$ cat config.mk
export PLATFORM = sky130hd
export DESIGN_NAME = sbmips_stack_ctrl_flat
export DESIGN_NICKNAME = d
export VERILOG_FILES = /design/src/rtl/sbmips_stack_ctrl_if.sv /design/src/rtl/sbmips_stack_ctrl.sv /design/src/flat_wrapper.sv
export SDC_FILE = /design/constraint.sdc
export NUM_CORES = 1
export LEC_CHECK = 0
export CAP_MARGIN = 20
export CORE_ASPECT_RATIO = 2
export CORE_MARGIN = 5
export CORE_UTILIZATION = 35
export DETAILED_ROUTE_END_ITERATION = 6
export GPL_ROUTABILITY_DRIVEN = 0
export GPL_TIMING_DRIVEN = 0
export PLACE_DENSITY = 0.68
export SYNTH_ARGS = -nofsm -noshare
export SYNTH_HDL_FRONTEND = slang
export SYNTH_SLANG_ARGS = --single-unit
$ cat constraint.sdc
create_clock -name clk -period 2 [get_ports clk]
set_input_delay 0.4 -clock clk [delete_from_list [all_inputs] [get_ports clk]]
set_output_delay 0.4 -clock clk [all_outputs]
set_load 0.005 [all_outputs]
$ cat src/rtl/sbmips_stack_ctrl_if.sv
// sbmips_stack_ctrl_if: command, status and stack RAM signals of the operand stack controller
interface sbmips_stack_ctrl_if #(parameter int DATA_W = 8, parameter int ADDR_W = 5);
  logic push, pop, tos, err_clr;
  logic [DATA_W-1:0] din, dout, ram_wdata, ram_rdata;
  logic ready, dout_valid, empty, full, overflow, underflow;
  logic [ADDR_W:0] sp;
  logic [ADDR_W-1:0] ram_addr;
  logic ram_we, ram_re;
  modport master (
    output push, pop, tos, din, err_clr, ram_rdata,
    input  ready, dout, dout_valid, empty, full, sp, overflow, underflow,
    input  ram_addr, ram_wdata, ram_we, ram_re
  );
  modport slave (
    input  push, pop, tos, din, err_clr, ram_rdata,
    output ready, dout, dout_valid, empty, full, sp, overflow, underflow,
    output ram_addr, ram_wdata, ram_we, ram_re
  );
endinterface

$ cat src/rtl/sbmips_stack_ctrl.sv
// sbmips_stack_ctrl: push/pop/tos sequencer for a single-port synchronous stack RAM
module sbmips_stack_ctrl #(
  parameter int DATA_W = 8,
  parameter int ADDR_W = 5,
  parameter int DEPTH  = 32
) (
  input logic clk,
  input logic rst,
  sbmips_stack_ctrl_if.slave bus
);
  typedef enum logic [1:0] {IDLE, WR, RD, RWAIT} state_t;
  state_t state, nxt;
  logic [ADDR_W:0] sp, sp_m1;
  logic [DATA_W-1:0] wbuf, dout;
  logic dout_valid, overflow, underflow, is_pop;
  logic idle, sel_pop, sel_push, sel_tos, empty, full, rd_go, wr_go;
  assign idle     = state == IDLE;
  assign sel_pop  = idle & bus.pop;
  assign sel_push = idle & !bus.pop & bus.push;
  assign sel_tos  = idle & !bus.pop & !bus.push & bus.tos;
  assign empty    = sp == '0;
  assign full     = sp == (ADDR_W+1)'(DEPTH);
  assign sp_m1    = sp - 1'b1;
  assign rd_go    = (sel_pop | sel_tos) & !empty;
  assign wr_go    = sel_push & !full;
  always_ff @(posedge clk or posedge rst)
    if (rst) state <= IDLE;
    else state <= nxt;
  always_comb begin
    nxt = IDLE;
    case (state)
      IDLE:    nxt = rd_go ? RD : wr_go ? WR : IDLE;
      RD:      nxt = RWAIT;
      default: nxt = IDLE;
    endcase
  end
  always_ff @(posedge clk or posedge rst)
    if (rst) begin
      sp         <= '0;
      wbuf       <= '0;
      dout       <= '0;
      dout_valid <= 1'b0;
      overflow   <= 1'b0;
      underflow  <= 1'b0;
      is_pop     <= 1'b0;
    end else begin
      dout_valid <= state == RWAIT;
      if (state == RWAIT) dout <= bus.ram_rdata;
      if (wr_go) wbuf <= bus.din;
      if (rd_go) is_pop <= sel_pop;
      if (state == WR) sp <= sp + 1'b1;
      else if (state == RD && is_pop) sp <= sp_m1;
      // a clear wins over a flag raised on the same edge
      overflow  <= !bus.err_clr & (overflow | (sel_push & full));
      underflow <= !bus.err_clr & (underflow | ((sel_pop | sel_tos) & empty));
    end
  assign bus.ready      = idle;
  assign bus.empty      = empty;
  assign bus.full       = full;
  assign bus.sp         = sp;
  assign bus.dout       = dout;
  assign bus.dout_valid = dout_valid;
  assign bus.overflow   = overflow;
  assign bus.underflow  = underflow;
  assign bus.ram_we     = state == WR;
  assign bus.ram_re     = state == RD;
  assign bus.ram_addr   = state == WR ? sp[ADDR_W-1:0] : state == RD ? sp_m1[ADDR_W-1:0] : '0;
  assign bus.ram_wdata  = state == WR ? wbuf : '0;
endmodule

$ cat src/flat_wrapper.sv
// flat-port wrapper written by rule: the top's interface ports become plain ports
module sbmips_stack_ctrl_flat 
#(
  parameter int DATA_W = 8,
  parameter int ADDR_W = 5,
  parameter int DEPTH  = 32
)
  (clk, rst, bus_push, bus_pop, bus_tos, bus_din, bus_err_clr, bus_ram_rdata, bus_ready, bus_dout, bus_dout_valid, bus_empty, bus_full, bus_sp, bus_overflow, bus_underflow, bus_ram_addr, bus_ram_wdata, bus_ram_we, bus_ram_re);
  sbmips_stack_ctrl_if #(.DATA_W(DATA_W), .ADDR_W(ADDR_W)) bus_i ();
  input logic clk;
  input logic rst;
  input wire logic [$bits(bus_i.push)-1:0] bus_push;
  input wire logic [$bits(bus_i.pop)-1:0] bus_pop;
  input wire logic [$bits(bus_i.tos)-1:0] bus_tos;
  input wire logic [$bits(bus_i.din)-1:0] bus_din;
  input wire logic [$bits(bus_i.err_clr)-1:0] bus_err_clr;
  input wire logic [$bits(bus_i.ram_rdata)-1:0] bus_ram_rdata;
  output wire logic [$bits(bus_i.ready)-1:0] bus_ready;
  output wire logic [$bits(bus_i.dout)-1:0] bus_dout;
  output wire logic [$bits(bus_i.dout_valid)-1:0] bus_dout_valid;
  output wire logic [$bits(bus_i.empty)-1:0] bus_empty;
  output wire logic [$bits(bus_i.full)-1:0] bus_full;
  output wire logic [$bits(bus_i.sp)-1:0] bus_sp;
  output wire logic [$bits(bus_i.overflow)-1:0] bus_overflow;
  output wire logic [$bits(bus_i.underflow)-1:0] bus_underflow;
  output wire logic [$bits(bus_i.ram_addr)-1:0] bus_ram_addr;
  output wire logic [$bits(bus_i.ram_wdata)-1:0] bus_ram_wdata;
  output wire logic [$bits(bus_i.ram_we)-1:0] bus_ram_we;
  output wire logic [$bits(bus_i.ram_re)-1:0] bus_ram_re;
  assign bus_i.push = bus_push;
  assign bus_i.pop = bus_pop;
  assign bus_i.tos = bus_tos;
  assign bus_i.din = bus_din;
  assign bus_i.err_clr = bus_err_clr;
  assign bus_i.ram_rdata = bus_ram_rdata;
  assign bus_ready = bus_i.ready;
  assign bus_dout = bus_i.dout;
  assign bus_dout_valid = bus_i.dout_valid;
  assign bus_empty = bus_i.empty;
  assign bus_full = bus_i.full;
  assign bus_sp = bus_i.sp;
  assign bus_overflow = bus_i.overflow;
  assign bus_underflow = bus_i.underflow;
  assign bus_ram_addr = bus_i.ram_addr;
  assign bus_ram_wdata = bus_i.ram_wdata;
  assign bus_ram_we = bus_i.ram_we;
  assign bus_ram_re = bus_i.ram_re;
  sbmips_stack_ctrl #(.DATA_W(DATA_W), .ADDR_W(ADDR_W), .DEPTH(DEPTH)) u_core (.clk(clk), .rst(rst), .bus(bus_i));
endmodule
==> summary.txt, run 1 <==
Clock network
  • Skew-Pair Late Insertion Delay: around 280 ps
  • CTS tree: built
  • Clk buf depth: 2
  • Clock-pin slew on the worst setup and hold paths: about 100 ps
  • CTS H-tree lvls: 1
  • CTS buffer count: 3
  • Clock Root Buffer: clkbuf_8
  • TritonCTS Sinks: 28

Place
  • Placed instance count: 231
  • HPWL after DPL: about 2800 um
  • Port bufs: 56

Timing
  • Final hold vios: 0
  • Fmax: ~500 MHz
  • Clock skew: approximately 2.7 ps
  • Max-slew violations: 0
  • Worst-Margin Slew: between 400 and 500 ps
  • Setup violations, final: 1
  • Hold WS: 375 ps
  • RSZ-0062 raised after global routing: true
  • Relative slew slack: between 70% and 80%
  • Setup ws final: -18.7 ps
  • Final min period: between 2000 and 2500 ps
  • Fin crit share: 101%
  • Final setup TNS: -18.7 ps

Finish
  • Fin nets: between 200 and 250
  • Finished Core Util: slightly below 60%
  • Final Non-Filler Cells: 250
  • Fill cell count: about 350
  • Area delta synth->final: 62.5%
  • FF+latch area: about 700 um^2
  • Area of the multi-input gates: 706 um^2
  • Antenna fix cells: 0
  • Share of cells above drive strength 1: roughly a third

Run status
  • Violated checks: setup timing
  • Status: finished with violations

Synthesis
  • Yosys warns: 0
  • Sequential share of the synthesized area: between 40 and 50%
  • Syn_nets: 149
  • Synthesized area: between 1000 and 1500 um^2
  • Yosys reg bits: 28
  • Post-Synthesis Cells: about 120
  • Mean Syn Cell Area: between 10 and 15 um^2
  • Yosys cell types: 31

Route
  • Initial DRC Count: 10
  • DRC: 0
  • Antenna-violating nets left: 0
  • Average wire per cell in the routed design: between 15 and 20 um
  • DR vias/cell: 4.96
  • Vias post-DR: about 1200
  • DRT Wirelength: 3940 um
  • DRT Pass-1 Iters: 4

Die
  • Core area: about 3900 um^2
  • Site Rows: 32
  • Die footprint: ~5500 um^2
  • Initial Util: 36.4%
  • IO Count: 57
  • Die Wd: 55.0 um
  • Die Span Y: approximately 100 um

Worst setup path
  • Reg2reg path depth: 9
  • Element type at the critical path start: flip-flop
  • Max FO, Critical Path: 3
  • R2r endpoint: u_core.wbuf[3]$_DFFE_PP0N_
  • CP endpoint: bus_ram_addr[3]
  • R2R setup slack: ~90 ps
  • Worst setup path start: u_core.bus.sp[0]$_DFFE_PP0P_
  • Critical path required time: between 1500 and 2000 ps
  • Worst EP arrival: about 1600 ps
  • FF-to-FF Start: u_core.bus.sp[0]$_DFFE_PP0P_
  • Setup CP Type: reg2out
  • Worst Setup End Kind: output port

Flow run
  • Max_cap viols: 0

GRT
  • GRT Total Usage: about 16%
  • Vias in the first global route: 1397
  • Initial antenna violation count: 0
  • Global-route wire length before repair: 6530 um
  • Largest net degree at the start of global routing: 29
  • GRT Residual Overflow: 0

Power and ir drop
  • Leakage: between 0.001 and 0.0015 uW
  • Power, Total: 3490 uW
  • Pwr Density: around 1500 nW/um^2
  • VDD IR max: a little under 0.9 mV

Worst hold path
  • Worst hold path type: in2async
[logic make-up after synthesis]
group                      count (synthesis)  share of synthesized area (%)
AOI/OAI and AO/OA                         21                           8.58
xor gates and xnor gates                   6                           3.71
adders and majority gates                  3                           2.65
buffers and inverters                     12                           4.51
DFF                                       28                           49.5
muxes                                     16                           14.9
and+or+nand+nor                           38                           16.2
[registers in the layout, indices dropped and copies added (netlist names)]
| name | count |
|---|---|
| u_core.bus.overflow | 1 |
| u_core.bus.dout | 8 |
| u_core.bus.sp | 6 |
| u_core.bus.dout_valid | 1 |
| u_core.wbuf | 8 |
| u_core.state | 2 |
| u_core.bus.underflow | 1 |
| u_core.is_pop | 1 |
[synth_stat cells]
| master | n | share of area [%] |
|---|---|---|
| a22oi_1 | 1 | 0.53 |
| nor2b_1 | 2 | 0.88 |
| o21ai_0 | 10 | 3.5 |
| and2_4 | 1 | 0.62 |
| nor4b_1 | 1 | 0.62 |
| o21a_1 | 1 | 0.53 |
| or3_1 | 1 | 0.44 |
| nand2_1 | 8 | 2.1 |
| inv_1 | 5 | 1.3 |
| mux2_4 | 8 | 8.5 |
| a21oi_1 | 4 | 1.4 |
| mux2_2 | 8 | 6.4 |
| ha_1 | 3 | 2.7 |
| clkbuf_1 | 1 | 0.26 |
| buf_2 | 3 | 1.1 |
| inv_2 | 1 | 0.26 |
| nand2b_1 | 4 | 1.8 |
| buf_6 | 2 | 1.6 |
| o31ai_1 | 2 | 1.1 |
| nor2_1 | 5 | 1.3 |
| xor2_1 | 2 | 1.2 |
| nor2b_2 | 1 | 0.62 |
| nor4b_4 | 1 | 1.7 |
| nand4_1 | 2 | 0.88 |
| a31o_2 | 1 | 0.62 |
| xnor2_1 | 4 | 2.5 |
| and2_1 | 9 | 4.0 |
| nand3_1 | 1 | 0.35 |
| o22ai_1 | 2 | 0.88 |
| dfrtp_1 | 28 | 50 |
| nor4_1 | 2 | 0.88 |
[critical path, stage by stage (launching register included)]
cell,delay [ps]
dfrtp_2,430
buf_6,120
or3_4,380
a21oi_2,110
nand2b_1,100
o31ai_1,60
buf_2,130
[power breakdown]
group	total, uW	switching, uW	internal (uW)
sequential	1040	197	842
combinational	2000	802	1200
clock	450	182	268
total	3490	1180	2310
[cell usage in the layout, fill, tap and decap left out, types with 2 or more instances in the layout]
cell	netlist	layout
ha_4	0	2
buf_4	0	14
mux2_2	8	8
dlygate4sd2_1	0	10
nand2_1	8	8
and2_1	9	9
nand2b_1	4	3
buf_6	2	5
nand4_1	2	2
o22ai_1	2	2
inv_1	5	2
a21oi_1	4	3
inv_2	1	4
mux2_4	8	8
xor2_1	2	2
dfrtp_1	28	26
clkdlybuf4s15_1	0	3
clkbuf_8	0	4
o21ai_0	10	9
nor2_1	5	4
nor4_1	2	2
dfrtp_2	0	2
o31ai_1	2	2
xnor2_1	4	4
clkdlybuf4s50_1	0	38
buf_2	3	4
[per-stage QoR]
step | worst slack (ps) | cell area [um^2]
floorplan | 296 | 1420
global placement | -302 | 2040
detailed placement | -359 | 2040
CTS | -34.7 | 2220
global route | -100 | 2300
finish | -18.7 | 2300
[final cells by class]
class | instances | area share (%)
Buffer | 5 | 2.12
Clock buffer | 3 | 1.80
Clock inverter | 1 | 1.31
Inverter | 6 | 0.979
Multi-Input combinational cell | 84 | 30.7
Sequential cell | 28 | 30.6
Tap cell | 51 | 2.77
Timing Repair Buffer | 72 | 29.8
[routing by layer]
metal  vias up  global-route usage [%]  routed length [um]
li1        572                       -                   -
met1       603                    17.5                1370
met2        51                    27.2                2160
met3        13                    4.01                 263
met4         0                    8.80                 136
met5         -                       0                   0
[worst min-delay path by stage]
stage	to	slack [ps]	cells after the start
CTS	u_core.wbuf[2]$_DFFE_PP0N_	520	1
global placement	u_core.bus.overflow$_DFF_PP0_	480	2
finish	u_core.bus.dout[0]$_DFFE_PP0P_	370	2
floorplan	u_core.bus.dout[0]$_DFFE_PP0P_	470	1
detailed placement	u_core.wbuf[2]$_DFFE_PP0N_	490	1
global route	u_core.bus.dout_valid$_DFF_PP0_	380	2
[timing repair]
| item | CTS | global route |
|---|---|---|
| setup endpoints to repair | 17 | 15 |
| pin swaps | 3 | 1 |
| resized for setup | 49 | 10 |
| setup buffers | 12 | 3 |
| hold buffers | 0 | 0 |
No activity file was read; power rests on OpenSTA's default activity.
==> run 2: changes to the inputs <==
--- a/config.mk
+++ b/config.mk
@@ -5,6 +5,7 @@
 export SDC_FILE = /design/constraint.sdc
 export NUM_CORES = 1
 export LEC_CHECK = 0
+export ABC_AREA = 0
 export CAP_MARGIN = 20
 export CORE_ASPECT_RATIO = 2
 export CORE_MARGIN = 5
==> results of run 2 <==
Same layout as run 1: the final DEF is identical, and so are final timing and power.
==> run 3: changes to the inputs <==
--- a/config.mk
+++ b/config.mk
@@ -10,6 +10,7 @@
 export CORE_ASPECT_RATIO = 2
 export CORE_MARGIN = 5
 export CORE_UTILIZATION = 35
+export CTS_CLUSTER_DIAMETER = 120
 export DETAILED_ROUTE_END_ITERATION = 6
 export GPL_ROUTABILITY_DRIVEN = 0
 export GPL_TIMING_DRIVEN = 0
==> results of run 3 <==
Same layout as run 1: the final DEF is identical, and so are final timing and power.
